File: src/rtl/learning_mode_controller.sv
// learning_mode_controller: fetches song notes, guides the player via LEDs, scores key presses
// Ports: i_clk/i_reset (sync, active-high), i_enable selects learning mode,
//        i_key_in raw keys, i_note_valid/i_note_code/o_note_req upstream note handshake,
//        o_led_guide expected key, o_note_out tone code, o_score hit count,
//        o_hit/o_miss one-cycle pulses, o_song_done end-of-song flag.
module learning_mode_controller #(
    parameter int DEBOUNCE_CYCLES = 1_000_000,
    parameter int TIMEOUT_CYCLES  = 300_000_000,
    parameter int TONE_CYCLES     = 30_000_000
) (
    input  logic       i_clk,
    input  logic       i_reset,
    input  logic       i_enable,
    input  logic [6:0] i_key_in,
    input  logic       i_note_valid,
    input  logic [3:0] i_note_code,
    output logic       o_note_req,
    output logic [6:0] o_led_guide,
    output logic [3:0] o_note_out,
    output logic [7:0] o_score,
    output logic       o_hit,
    output logic       o_miss,
    output logic       o_song_done
);
    localparam int DBW = $clog2(DEBOUNCE_CYCLES);
    localparam int TOW = $clog2(TIMEOUT_CYCLES);
    localparam int TNW = $clog2(TONE_CYCLES);
    typedef enum logic [2:0] {S_IDLE, S_FETCH, S_WAIT_KEY, S_PLAY, S_RELEASE, S_DONE} state_t;
    state_t r_state, w_state_n;
    logic [6:0] r_sync1, r_sync2, r_sync3, r_kv, r_kv_prev;
    logic [DBW-1:0] r_db_cnt;
    logic [TOW-1:0] r_tmo, w_tmo_n;
    logic [TNW-1:0] r_tone, w_tone_n;
    logic [3:0] r_code, w_code_n;
    logic [7:0] w_score_n;
    logic w_hit_n, w_miss_n, w_press, w_stable, w_rest;
    logic [6:0] w_onehot;
    assign w_stable = r_sync2 == r_sync3;
    assign w_press  = (r_kv != 7'd0) && (r_kv_prev == 7'd0);
    assign w_onehot = 7'd1 << (r_code[2:0] - 3'd1);
    assign w_rest   = (i_note_code == 4'd0) || (i_note_code[3] && i_note_code != 4'd15);
    // r_sync3 holds the previous synchronized sample so the debouncer can see a change
    always_ff @(posedge i_clk) begin
        if (i_reset) begin
            r_sync1   <= '0;
            r_sync2   <= '0;
            r_sync3   <= '0;
            r_kv      <= '0;
            r_kv_prev <= '0;
            r_db_cnt  <= '0;
        end else begin
            r_sync1   <= i_key_in;
            r_sync2   <= r_sync1;
            r_sync3   <= r_sync2;
            r_kv_prev <= r_kv;
            if (r_sync2 == r_kv || !w_stable)
                r_db_cnt <= '0;
            else if (r_db_cnt == DBW'(DEBOUNCE_CYCLES - 2)) begin
                r_kv     <= r_sync2;
                r_db_cnt <= '0;
            end else
                r_db_cnt <= r_db_cnt + DBW'(1);
        end
    end
    always_ff @(posedge i_clk) begin
        if (i_reset) begin
            r_state <= S_IDLE;
            r_code  <= '0;
            r_tmo   <= '0;
            r_tone  <= '0;
            o_score <= '0;
            o_hit   <= 1'b0;
            o_miss  <= 1'b0;
        end else begin
            r_state <= w_state_n;
            r_code  <= w_code_n;
            r_tmo   <= w_tmo_n;
            r_tone  <= w_tone_n;
            o_score <= w_score_n;
            o_hit   <= w_hit_n;
            o_miss  <= w_miss_n;
        end
    end
    always_comb begin
        w_state_n = r_state;
        w_code_n  = r_code;
        w_tmo_n   = r_tmo;
        w_tone_n  = r_tone;
        w_score_n = o_score;
        w_hit_n   = 1'b0;
        w_miss_n  = 1'b0;
        if (!i_enable)
            w_state_n = S_IDLE;
        else
            case (r_state)
                S_IDLE: begin
                    w_score_n = '0;
                    w_state_n = S_FETCH;
                end
                S_FETCH:
                    if (i_note_valid && !w_rest) begin
                        w_code_n  = i_note_code;
                        w_tmo_n   = '0;
                        w_state_n = i_note_code == 4'd15 ? S_DONE : S_WAIT_KEY;
                    end
                S_WAIT_KEY: begin
                    w_tmo_n = r_tmo + TOW'(1);
                    // a press in the timeout cycle takes priority over the timeout
                    if (w_press && r_kv == w_onehot) begin
                        w_hit_n   = 1'b1;
                        w_score_n = o_score + {7'd0, o_score != 8'hFF};
                        w_tone_n  = '0;
                        w_state_n = S_PLAY;
                    end else if (w_press)
                        w_miss_n = 1'b1;
                    else if (r_tmo == TOW'(TIMEOUT_CYCLES - 1)) begin
                        w_miss_n  = 1'b1;
                        w_state_n = S_FETCH;
                    end
                end
                S_PLAY: begin
                    w_tone_n  = r_tone + TNW'(1);
                    w_state_n = r_tone == TNW'(TONE_CYCLES - 1) ? S_RELEASE : S_PLAY;
                end
                S_RELEASE: w_state_n = r_kv == 7'd0 ? S_FETCH : S_RELEASE;
                default: w_state_n = r_state;
            endcase
    end
    always_comb begin
        o_note_req  = r_state == S_FETCH;
        o_song_done = r_state == S_DONE;
        o_note_out  = r_state == S_PLAY ? r_code : 4'd0;
        o_led_guide = r_state == S_WAIT_KEY ? w_onehot : r_state == S_DONE ? 7'h7F : 7'd0;
    end
endmodule

File: config.mk
export PLATFORM = sky130hd
export DESIGN_NAME = learning_mode_controller
export DESIGN_NICKNAME = d
export VERILOG_FILES = /design/src/rtl/learning_mode_controller.sv
export SDC_FILE = /design/constraint.sdc
export NUM_CORES = 1
export LEC_CHECK = 0
export ABC_AREA = 1
export CAP_MARGIN = 20
export CORE_UTILIZATION = 35
export CTS_BUF_LIST = sky130_fd_sc_hd__clkbuf_2 sky130_fd_sc_hd__clkbuf_4 sky130_fd_sc_hd__clkbuf_8
export DETAILED_ROUTE_END_ITERATION = 7
export GPL_TIMING_DRIVEN = 0
export SLEW_MARGIN = 20
export SYNTH_ARGS = -nofsm -noshare
export SYNTH_HDL_FRONTEND = slang
export SYNTH_SLANG_ARGS = --single-unit
File: constraint.sdc
create_clock -name i_clk -period 2.2 [get_ports i_clk]
set_clock_uncertainty 0.05 [all_clocks]
set_input_delay 0.44 -clock i_clk [delete_from_list [all_inputs] [get_ports i_clk]]
set_output_delay 0.44 -clock i_clk [all_outputs]
set_load 0.01 [all_outputs]
* After elaboration in Yosys (flattened, before gate mapping)
Index checks and enable logic that the tools add are counted.
** Storage, ports and cells
- Register bits :: 126
- Latch bits :: 0
- Bits in writable memories :: 0
- Bits in read-only memories :: 0
- Bits of input ports :: 15
- Output and inout bits :: 23
- Memories kept :: 0
** Cells by class
- Add/subtract/negate cells :: 5
- Multiply operators :: 0
- Div/mod/pow operators :: 0
- $lt $le $gt $ge :: 0
- Equality and inequality tests :: 18
- Shifts and indexed selects :: 1
- Mux-type cells :: 20
- Bitwise gates (word level) :: 3
- Reduce and logical (&&, ||, !) cells :: 27
** Operator list (number)
- 29-bit case mux with 2 select lines :: 1
- 25-bit case mux with 2 select lines :: 1
- 29-bit by 1-bit adder with 29-bit output (second input constant) :: 1
- 29-bit == test (second input constant) :: 1
- 29-bit two-way mux :: 1
- 25-bit by 1-bit adder with 25-bit output (second input constant) :: 1
- 25-bit == test (second input constant) :: 1
- 25-bit two-way mux :: 1
- 7-bit == test :: 3
- 3-bit two-way mux :: 7
- 20-bit by 1-bit adder with 20-bit output (second input constant) :: 1
- 20-bit == test (second input constant) :: 1
- 8-bit case mux with 2 select lines :: 1
- 3-bit case mux with 5 select lines :: 1
- 7-bit logical NOT :: 2
- 7-bit two-way mux :: 2
- 3-bit AND reduction :: 4
- 8-bit by 1-bit adder with 8-bit output :: 1
- 8-bit two-way mux :: 1
- 8-bit != test (second input constant) :: 1
- 7-bit nonzero test :: 1
- 1-bit by 3-bit << shifter with 7-bit output (first input constant) :: 1
- 3-bit by 2-bit == test with 1-bit output (second input constant) :: 2
- 3-bit == test (second input constant) :: 2
- other kinds (22) :: 35

* Longest topological paths before layout
Gate-level depths: netlist of run 1.
- Word-level depth :: 7
- Gate-level depth with buffers :: 14

* Least setup slack after synthesis of run 1
OpenSTA, ideal clock, no wires.
- Kind :: register -> register
- From :: register o_score[2]
- To :: register o_score[6]
- Setup time :: 0.070 ns
- Arrival time :: 1.872 ns
- Data required time :: 2.080 ns
- Setup slack :: 0.207 ns
- Cell stages (with the launch flop) :: 11
- Cells stage by stage :: dfxtp_1 inv_1 nor3_1 nand3_1 nand3b_1 ha_1 ha_1 and3_1 nor3_1 nand2_1 a21oi_1
** Between the ends
- Cells in the longest elaborated chain, start to end :: 4
** Ends and longest elaborated chain
- from (decl) :: RTL line 20 : output logic [7:0] o_score,
- from (signal assigned) :: RTL line 79 : o_score <= w_score_n;
- 8-bit != test :: RTL line 111 : w_score_n = o_score + {7'd0, o_score != 8'hFF};
- 8-bit by 1-bit adder with 8-bit output (*) :: RTL line 111
- 8-bit two-way mux (*) :: RTL line 109 : if (w_press && r_kv == w_onehot) begin
- 8-bit case mux with 2 select lines (*) :: RTL line 95 : case (r_state)
Every way passes the cells marked *; elsewhere a longest branch is shown, timed or not. The select of a mux whose other input is x is not followed.
A chain may end at the register's enable or synchronous reset.

* Final worst setup path of run 1
- From :: register r_state[2]
- To :: output o_note_out[3]
** Between the ends
- Cells in the longest elaborated chain, start to end :: 2
** Ends and longest elaborated chain
- from (decl) :: RTL line 29 : state_t r_state, w_state_n;
- from (signal assigned) :: RTL line 75 : r_state <= w_state_n;
- 3-bit by 2-bit == test with 1-bit output :: RTL line 132 : o_note_out = r_state == S_PLAY ? r_code : 4'd0;
- 4-bit two-way mux :: RTL line 132
- to (decl) :: RTL line 19 : output logic [3:0] o_note_out,
No other way between the ends.

==> metrics.csv, run 1 <==
stage,metric,value,unit
run_status,outcome,"finished, final reports clean",
clock_network,clk buf depth,2,
synthesis,Post-synth EDFFs,0,
worst_setup_path,Critical Path Start Type,flip-flop,
route,vias,6550,
floorplan,die area,0.0200,mm^2
worst_setup_path,Crit. End Element,primary output,
route,DR iter-0 viols,415,
sta,maximum clock rate,462,MHz
grt,initial antenna violation count,0,
grt,GRT Residual Overflow,0,
synthesis,Mapped Cells,1036,
layout,nets,1126,
sta,Worst-Margin Slew,730,ps
clock_network,Num CTS Buffers,17,
clock_network,"Reg clk slew, reported paths",90,ps
floorplan,initial core utilization,0.359,
route,remaining antenna violation count,0,
pwr,leakage,3.05,nW
route,DR pass1 iterations,6,
grt,GRT Util Overall,0.189,
floorplan,row count,50,
worst_setup_path,Crit Path Max Fanout,6,
sta,Slew HR,0.514,
sta,crit share post-route,0.983,
clock_network,Clock Latency Late Sink,460,ps
route,wire length per cell,13.0,um
worst_setup_path,Worst Path Required,1710,ps
grt,first-pass GRT wire length,29600,um
synthesis,Ys Warns,0,
clock_network,CTS sink count,126,
sta,RSZ-0062 raised after global routing,yes,
pwr,Max VDD drop,387,uV
placed_design,HPWL after DPL,13400,um
worst_setup_path,register-to-register setup slack,100,ps
floorplan,Core Box Area,0.0189,mm^2
synthesis,Post-Syn Area,0.00679,mm^2
floorplan,total I/O pin count,38,
pwr,total power,4.49,mW
grt,number of global-route vias before repair,6178,
route,final WL,17900,um
layout,final core area utilization,0.427,
layout,share of layout cells above drive strength 1,0.105,
worst_hold_path,Hold Path Class,flip-flop to flip-flop,
clock_network,CTS Root Cell,clkbuf_8,
worst_setup_path,"Data arrival, critical path",1670,ps
sta,Final Hold Violating Endpoints,0,
layout,diode count,0,
synthesis,Seq cells post-synth,126,
synthesis,"Seq/Total Area, Yosys",0.371,
route,Vias/cell,4.75,
grt,pin count of the biggest net entering global routing,17,
sta,Tmin final,2160,ps
sta,Final setup viols,0,
synthesis,Async SR Flop Fraction,0,
floorplan,Die X,141,um
flow_run,max_cap viols,0,
worst_setup_path,CP Class,flip-flop to primary output,
floorplan,Vert. Die Dim,141,um
layout,Area Overhead vs Synth,18.8,%
synthesis,synth unique cells,43,
clock_network,htree depth,4,
synthesis,"Primary FF master, synth",dfxtp_1,
route,# DRC,0,
placed_design,port buffer count,37,
placed_design,routability cong.,0.889,
clock_network,TritonCTS clock tree,built,
pwr,Power Density,557,mW/mm^2
clock_network,hold buffers post-CTS,0,
sta,"Slew Viols, Final",0,
synthesis,Post-Syn Nets,1057,
placed_design,placed cells,1333,
layout,Final Non-Filler Cells,1378,
synthesis,Avg Inst Size Synth,6.56,um^2
path summary, 6_finish.rpt:
path | to | startpoint | cells past startpoint
max reg2reg | r_tone[8]$_SDFFE_PP0P_ | r_code[1]$_SDFFE_PP0P_ | 12
min | r_sync2[1]$_SDFF_PP0_ | r_sync1[1]$_SDFF_PP0_ | 2
min reg2reg | r_sync2[1]$_SDFF_PP0_ | r_sync1[1]$_SDFF_PP0_ | 2
max | o_note_out[3] | r_state[2]$_SDFFE_PP0P_ | 7
layout by cell type (no fill, tap or decap), types with 23 or more instances in the layout:
cell type / instances
nand3_1: 54
a21oi_1: 68
dfxtp_1: 121
clkdlybuf4s50_1: 23
nor2_1: 173
nand2_1: 251
xor2_1: 32
nor3_1: 28
inv_1: 125
nand4_1: 37
report_power, final:
| part | total [mW] | internal [mW] | switching (mW) |
|---|---|---|---|
| logic | 0.254 | 0.0937 | 0.160 |
| registers | 2.32 | 2.30 | 0.0198 |
| clock network | 1.92 | 0.847 | 1.07 |
| total | 4.49 | 3.24 | 1.25 |
logic make-up after synthesis:
kind of cell | share of synthesized area
xor+xnor | 0.0567
fa+ha+maj | 0.0111
flops | 0.371
simple gates | 0.369
buf+inv | 0.0995
compound gates | 0.0927
metal layers:
metal	vias up	routed length (um)	global-route usage	share of wire
li1	3443	-	-	-
met1	2944	8150	0.231	0.46
met2	131	8520	0.322	0.48
met3	32	768	0.0381	0.043
met4	0	475	0.0824	0.027
met5	-	0	0	0
state kept, by name, summed over array words and instances, names as in the netlist:
name       flops
r_kv           7
o_miss         1
r_tone        25
r_sync1        7
r_sync3        7
r_tmo         29
r_kv_prev      7
r_sync2        7
r_code         4
o_hit          1
o_score        8
r_db_cnt      20
r_state        3
area by class of cell:
class | count | area, um^2
plain buffers | 25 | 184
flip-flops and latches | 126 | 2530
fillers | 2019 | 10800
repair buffers | 51 | 430
clock buffers | 18 | 248
multi-input cells | 748 | 3700
clock inverters | 14 | 124
well taps | 260 | 325
inverters | 136 | 523
critical path, cell delays in order (launching register included):
cell        delay, ps
dfxtp_4           380
inv_6              80
nand2_4            60
nor2_4            130
clkinvlp_4        150
buf_8             160
nor2_4            140
buf_6             120
cell usage after synthesis, drive strengths merged, types with 3 or more instances:
cell / n / area share
nand2: 255 / 0.14
nor2: 186 / 0.11
inv: 135 / 0.075
dfxtp: 126 / 0.37
a21oi: 69 / 0.051
nand3: 55 / 0.041
nand4: 38 / 0.037
nor3: 33 / 0.027
xor2: 32 / 0.041
o21ai: 30 / 0.022
buf: 14 / 0.018
clkbuf: 12 / 0.0066
xnor2: 12 / 0.015
a22oi: 7 / 0.0077
ha: 6 / 0.011
nand3b: 4 / 0.0044
nor3b: 4 / 0.0044
o211ai: 4 / 0.0044
nor4: 3 / 0.0028
what timing repair did:
action / CTS / global route
gates resized for setup: 73 / 33
pin swaps: 3 / 5
endpoints found under the hold margin: 0 / 0
gates cloned: 0 / 0
endpoints found under the setup margin: 24 / 75
setup buffers: 8 / 6
stage by stage:
stage | setup WS, ps | TNS [ps] | area (um^2) | hold slack, ps
after floorplan | 207 | 0 | 6790 | 338
after global placement | -709 | -29250 | 7490 | 340
after detailed placement | -683 | -27780 | 7490 | 342
after CTS | 1.96 | 0 | 7930 | 354
after global routing | -41.4 | -250 | 8070 | 366
final | 37.6 | 0 | 8070 | 353
Power figures use the tool's default switching activity.
==> run 2, diff against run 1 <==
--- a/config.mk
+++ b/config.mk
@@ -7,6 +7,7 @@
 export LEC_CHECK = 0
 export ABC_AREA = 1
 export CAP_MARGIN = 20
+export CORE_ASPECT_RATIO = 1.2
 export CORE_UTILIZATION = 35
 export CTS_BUF_LIST = sky130_fd_sc_hd__clkbuf_2 sky130_fd_sc_hd__clkbuf_4 sky130_fd_sc_hd__clkbuf_8
 export DETAILED_ROUTE_END_ITERATION = 7
==> run 2 against run 1 <==
Against the previous run: count of clock-buffer cells in the layout shrank 1; register-to-register slack is essentially flat; design area grew 0.28%; first-iteration DRC count shrank 29%; non-clock buffer count is the same; power grew 2.3%; sequential power is essentially flat; utilization is essentially flat; largest power group unchanged; combinational power is essentially flat; cell count shrank 0.29%; global-route usage is essentially flat.
==> metrics.csv, run 2 (same netlist as run 1, synthesis figures left out) <==
stage,metric,value,unit,change
route,DR pass1 iterations,5,,-1
layout,area of the multi-input gates,0.00370,mm^2,about the same
worst_setup_path,Top delay family on crit path,buffers and inverters,,
sta,Final setup viols,0,,unchanged
clock_network,clk buf depth,2,,unchanged
clock_network,Clock Latency Late Sink,470,ps,about the same
clock_network,TritonCTS clock tree,built,,
floorplan,die area,0.0200,mm^2,about the same
worst_setup_path,Bufs and invs on worst path,4,,unchanged
layout,Area Overhead vs Synth,19.1,%,
worst_setup_path,Crit Path Max Fanout,10,,+4
sta,"Slew Viols, Final",0,,unchanged
worst_setup_path,CP Class,flip-flop to primary output,,
worst_setup_path,crit-path max cell delay,370,ps,about the same
floorplan,Core Box Area,0.0189,mm^2,+0.17%
placed_design,placed cells,1329,,-0.30%
worst_setup_path,Crit. End Element,primary output,,
floorplan,initial core utilization,0.359,,-0.000594
clock_network,Num CTS Buffers,17,,unchanged
clock_network,"Reg clk slew, reported paths",80,ps,about the same
sta,maximum clock rate,470,MHz,+1.6%
floorplan,total I/O pin count,38,,unchanged
layout,diode count,0,,unchanged
worst_setup_path,reg2reg path depth,13,,+1
layout,Fillers,2034,,+0.74%
clock_network,CTS sink count,126,,unchanged
route,remaining antenna violation count,0,,unchanged
worst_hold_path,Hold Path Class,flip-flop to flip-flop,,
pwr,total power,4.60,mW,+2.3%
route,# DRC,0,,unchanged
floorplan,row count,55,,+10%
grt,number of global-route vias before repair,6205,,+0.44%
grt,first-pass GRT wire length,29400,um,-0.47%
layout,nets,1126,,unchanged
layout,share of layout cells above drive strength 1,0.105,,unchanged
clock_network,CTS Root Cell,clkbuf_8,,
worst_setup_path,Crit path depth,6,,-1
layout,"commonest non-fill, non-tap cell in the layout",nand2_1,,
placed_design,HPWL after DPL,13500,um,+1.3%
run_status,outcome,"finished, final reports clean",,
sta,Worst-Margin Slew,641,ps,-89.1 ps
pwr,Power Density,568,mW/mm^2,+2.0%
placed_design,routability cong.,0.939,,+5.6%
pwr,Max VDD drop,402,uV,+3.8%
worst_setup_path,slowest cell on the critical path,dfxtp_4,,
layout,Largest regs,"r_tmo (29), r_tone (25), r_db_cnt (20)",,
layout,max reg flops,29,,unchanged
route,Vias/cell,4.78,,+0.66%
worst_hold_path,hold depth,2,,unchanged
layout,FF/Latch Area,0.00254,mm^2,+0.15%
sta,crit share post-route,0.968,,-0.0151
worst_setup_path,Critical Path Start Type,flip-flop,,
sta,Slew HR,0.573,,+0.0594
worst_setup_path,"Data arrival, critical path",1640,ps,-30 ps
grt,pin count of the biggest net entering global routing,17,,unchanged
route,final WL,18100,um,+0.82%
pwr,leakage,3.06,nW,+0.34%
layout,Reg with most FFs,r_tmo,,
layout,"commonest cells after routing, fill and taps aside","nand2_1 (251), nor2_1 (173), inv_1 (124), dfxtp_1 (120), a21oi_1 (68)",,
layout,Final Non-Filler Cells,1374,,-0.29%
sta,Final Hold Violating Endpoints,0,,unchanged
clock_network,hold buffers post-CTS,0,,unchanged
worst_setup_path,Worst Path Required,1710,ps,about the same
floorplan,Vert. Die Dim,155,um,+9.4%
grt,GRT Util Overall,0.189,,-0.000451
clock_network,htree depth,4,,unchanged
sta,Tmin final,2130,ps,-33.2 ps
flow_run,max_cap viols,0,,unchanged
route,wire length per cell,13.1,um,+1.1%
placed_design,port buffer count,37,,unchanged
route,DR iter-0 viols,295,,-29%
worst_setup_path,CP Cell Sequence,buf_4 -> nor3_4 -> inv_4 -> clkbuf_8 -> o21ai_2 -> buf_2,,
grt,initial antenna violation count,0,,unchanged
sta,Setup Total Neg Slack,0,ps,unchanged
floorplan,Die X,129,um,-8.6%
route,vias,6574,,+0.37%
grt,GRT Residual Overflow,0,,unchanged
==> run 2: cell types whose count changed in the layout (fill, tap and decap cells not counted), moves of 2 or more <==
cell      previous run  this run
clkinv_8             0         2
inv_2                7         9
o21ai_1              5         7
clkinv_4             4         0
inv_8                3         6
o21ai_2              3         1
clkinv_2             2         0
==> run 2: power breakdown <==
| part | total, mW | internal, mW | switching (mW) |
|---|---|---|---|
| logic | 0.257 | 0.0953 | 0.161 |
| clock network | 2.02 | 0.857 | 1.16 |
| registers | 2.32 | 2.30 | 0.0188 |
| total | 4.60 | 3.25 | 1.34 |
==> run 2: layer usage <==
metal | track usage | share of wire | up-vias
met1 | 0.220 | 0.44 | 2975
met2 | 0.334 | 0.50 | 105
met3 | 0.0370 | 0.031 | 37
li1 | - | - | 3457
met4 | 0.0762 | 0.028 | 0
met5 | 0 | 0 | -
==> run 2: what timing repair did <==
action	4_1_cts	5_1_grt
buffers inserted	5	8
hold endpoints to repair	0	0
endpoints found under the setup margin	33	64
gates resized for setup	75	34
pin swaps	3	6
==> run 2: final cells by class <==
class                           instances  area share
Buffer                                 26      0.0247
Clock buffer                           17      0.0289
Clock inverter                         15      0.0196
Inverter                              136      0.0645
Multi-Input combinational cell        748       0.458
Sequential cell                       126       0.314
Tap cell                              256      0.0396
Timing Repair Buffer                   50      0.0515
==> run 2: final timing paths <==
kind	startpoint	endpoint	slack (ps)
setup reg to reg	r_code[0]$_SDFFE_PP0P_	r_tone[5]$_SDFFE_PP0P_	110
setup / recovery	r_state[2]$_SDFFE_PP0P_	o_led_guide[6]	70
hold / removal	r_sync1[6]$_SDFF_PP0_	r_sync2[6]$_SDFF_PP0_	360
hold reg to reg	r_sync1[6]$_SDFF_PP0_	r_sync2[6]$_SDFF_PP0_	360
==> run 2: tightest hold or removal path, cell delays in order (launching register included) <==
cell     delay (ps)
dfxtp_1         300
inv_1            40
nor2_1           30
==> run 2: stage by stage <==
stage,hold slack [ps],utilization,setup slack [ps],cell area (um^2)
3_3_place_gp,340,0.395,-682,7480
5_1_grt,372,0.428,-10.6,8090
2_1_floorplan,338,-,207,6790
3_5_place_dp,344,0.395,-644,7480
6_report,356,0.428,70.8,8090
4_1_cts,357,0.421,-135,7970
==> run 3, diff against run 2 <==
--- a/config.mk
+++ b/config.mk
@@ -8,6 +8,7 @@
 export ABC_AREA = 1
 export CAP_MARGIN = 20
 export CORE_ASPECT_RATIO = 1.2
+export CORE_MARGIN = 4
 export CORE_UTILIZATION = 35
 export CTS_BUF_LIST = sky130_fd_sc_hd__clkbuf_2 sky130_fd_sc_hd__clkbuf_4 sky130_fd_sc_hd__clkbuf_8
 export DETAILED_ROUTE_END_ITERATION = 7
==> run 3 against run 2 <==
Against the previous run: count of clock-buffer cells in the layout unchanged; via count increased by 0.24%; critical endpoint is now o_song_done; maximum frequency increased by 1.3%; utilization decreased by 0.14 points; power decreased by 0.22%; design area about the same.
==> metrics.csv, run 3 (same netlist as run 1, synthesis figures left out) <==
stage,metric,value,unit,change
run_status,outcome,"finished, final reports clean",,
route,final WL,17900,um,-1.1%
placed_design,port buffer count,37,,unchanged
worst_setup_path,slowest cell on the critical path,dfxtp_4,,
pwr,leakage,3.05,nW,-0.34%
clock_network,htree depth,4,,unchanged
route,Vias/cell,4.79,,+0.17%
clock_network,CTS Root Cell,clkbuf_8,,
clock_network,CTS sink count,126,,unchanged
floorplan,Die X,135,um,+4.6%
route,Post-Route M1 WL,7920,um,-1.3%
layout,"commonest cells after routing, fill and taps aside","nand2_1 (252), nor2_1 (171), inv_1 (124), dfxtp_1 (119), a21oi_1 (68)",,
grt,GRT Util Overall,0.167,,-0.0211
sta,Final Hold Violating Endpoints,0,,unchanged
sta,"Slew Viols, Final",0,,unchanged
layout,share of layout cells above drive strength 1,0.106,,+0.00169
floorplan,Vert. Die Dim,161,um,+3.9%
placed_design,routability cong.,0.936,,-0.34%
sta,Worst-Margin Slew,567,ps,-73.6 ps
layout,"commonest non-fill, non-tap cell in the layout",nand2_1,,
route,DR pass1 iterations,5,,unchanged
worst_setup_path,"Data arrival, critical path",1610,ps,-30 ps
route,remaining antenna violation count,0,,unchanged
worst_setup_path,Crit. End Element,primary output,,
worst_setup_path,register-to-register setup slack,160,ps,+50 ps
floorplan,row count,55,,unchanged
layout,diode count,0,,unchanged
placed_design,"Cell Area, Placed",0.00748,mm^2,unchanged
sta,crit share post-route,0.956,,-0.0122
sta,maximum clock rate,476,MHz,+1.3%
route,Met2 Wirelength,8930,um,-0.38%
worst_setup_path,Critical Path Start Type,flip-flop,,
layout,post-route cell area,0.00810,mm^2,about the same
floorplan,die area,0.0217,mm^2,+8.7%
grt,pin count of the biggest net entering global routing,17,,unchanged
floorplan,initial core utilization,0.358,,-0.00130
clock_network,"Reg clk slew, reported paths",90,ps,about the same
clock_network,TritonCTS clock tree,built,,
grt,first-pass GRT wire length,29600,um,+0.40%
floorplan,Core Box Area,0.0190,mm^2,+0.36%
sta,Tmin final,2100,ps,-26.8 ps
pwr,Psw,1.33,mW,-1.0%
worst_setup_path,CP Cell Sequence,inv_6 -> buf_4 -> nor3_4 -> buf_4 -> dlygate4sd2_1,,
layout,nets,1127,,+0.089%
worst_setup_path,Bufs and invs on worst path,4,,unchanged
route,wire length per cell,13.0,um,-1.2%
sta,Slew HR,0.622,,+0.0491
sta,Final setup viols,0,,unchanged
worst_setup_path,Top delay family on crit path,buffers and inverters,,
worst_setup_path,CP Class,flip-flop to primary output,,
worst_setup_path,Worst Path Required,1710,ps,about the same
route,# DRC,0,,unchanged
pwr,clock power share,0.438,,about the same
placed_design,HPWL after DPL,13600,um,+0.24%
worst_hold_path,Hold Path Class,flip-flop to flip-flop,,
layout,max reg flops,29,,unchanged
pwr,Comb pwr share,0.055,,about the same
pwr,Reg power frac,0.506,,about the same
grt,initial antenna violation count,0,,unchanged
layout,Area Overhead vs Synth,19.2,%,about the same
pwr,switch share,0.290,,-0.00236
route,vias,6590,,+0.24%
sta,Hold WS,349,ps,-7.18 ps
pwr,Internal,3.26,mW,+0.12%
clock_network,Num CTS Buffers,17,,unchanged
clock_network,Clock Latency Late Sink,460,ps,about the same
grt,number of global-route vias before repair,6166,,-0.63%
placed_design,pre-CTS WS,-630,ps,+14.1 ps
route,DR iter-0 viols,345,,+17%
sta,"Worst Setup Slack, final",97.6,ps,+26.8 ps
route,Top Layer Used,met4,,
layout,Reg with most FFs,r_tmo,,
layout,final core area utilization,0.426,,-0.00135
grt,GRT Residual Overflow,0,,unchanged
worst_setup_path,crit-path max cell delay,400,ps,+30 ps
flow_run,max_cap viols,0,,unchanged
pwr,Max VDD drop,349,uV,-13%
worst_setup_path,Crit Path Max Fanout,3,,-7
route,met3 WL post-DR,549,um,-0.54%
sta,Setup Total Neg Slack,0,ps,unchanged
worst_setup_path,most frequent CP cell,buf_4,,
layout,Largest regs,"r_tmo (29), r_tone (25), r_db_cnt (20)",,
pwr,Power Density,566,mW/mm^2,-0.26%
clock_network,clk buf depth,2,,unchanged
floorplan,total I/O pin count,38,,unchanged
-- run 3: per-layer routing --
layer  vias up  GRT usage
li1       3462          -
met1      2984      0.201
met2       112      0.289
met3        32     0.0363
met4         0     0.0669
met5         -          0
-- run 3: power by group through the flow --
stage	Clock (mW)	Sequential, mW	Combinational (mW)
4_1_cts	2.07	2.32	0.250
5_1_grt	2.17	2.33	0.285
3_5_place_dp	0	2.38	0.239
2_1_floorplan	0	2.37	0.146
3_3_place_gp	0	2.38	0.239
6_report	2.01	2.32	0.254
-- run 3: what timing repair did --
action                     4_1_cts  5_1_grt
hold buffers                     0        0
pin swaps                        3        5
gates cloned                     0        1
buffers inserted                 6        8
setup endpoints to repair       34       73
gates resized for setup         83       26
-- run 3: path summary, 6_finish.rpt --
kind                                         startpoint  depth (start not counted)                      end
worst max-delay path            r_state[2]$_SDFFE_PP0P_                          5              o_song_done
worst min-delay path              r_sync1[3]$_SDFF_PP0_                          2    r_sync2[3]$_SDFF_PP0_
worst max register to register   r_code[2]$_SDFFE_PP0P_                         12  r_tone[23]$_SDFFE_PP0P_
worst min register to register    r_sync1[3]$_SDFF_PP0_                          2    r_sync2[3]$_SDFF_PP0_
-- run 3: layout make-up --
class	instances	area [um^2]
inverters	136	522
flip-flops and latches	126	2540
well taps	256	320
clock inverters	15	154
repair buffers	51	428
multi-input cells	749	3700
clock buffers	17	234
plain buffers	25	195
fillers	2114	10900
-- run 3: stage by stage --
stage               total power [mW]  std cells
floorplan                       2.52       1036
global placement                2.62       1329
detailed placement              2.61       1329
CTS                             4.64       1367
global route                    4.78       1375
finish                          4.59       1375
-- run 3: worst register-to-register path: stages (launching register included) --
cell and delay, ps:
dfxtp_1 320, buf_6 130, inv_2 140, nand3_1 120
nand2_1 80, nand2_1 70, nor2_2 190, nand4_4 230
nand2_8 170, inv_2 110, buf_6 170, nand2_1 60
a21oi_1 60
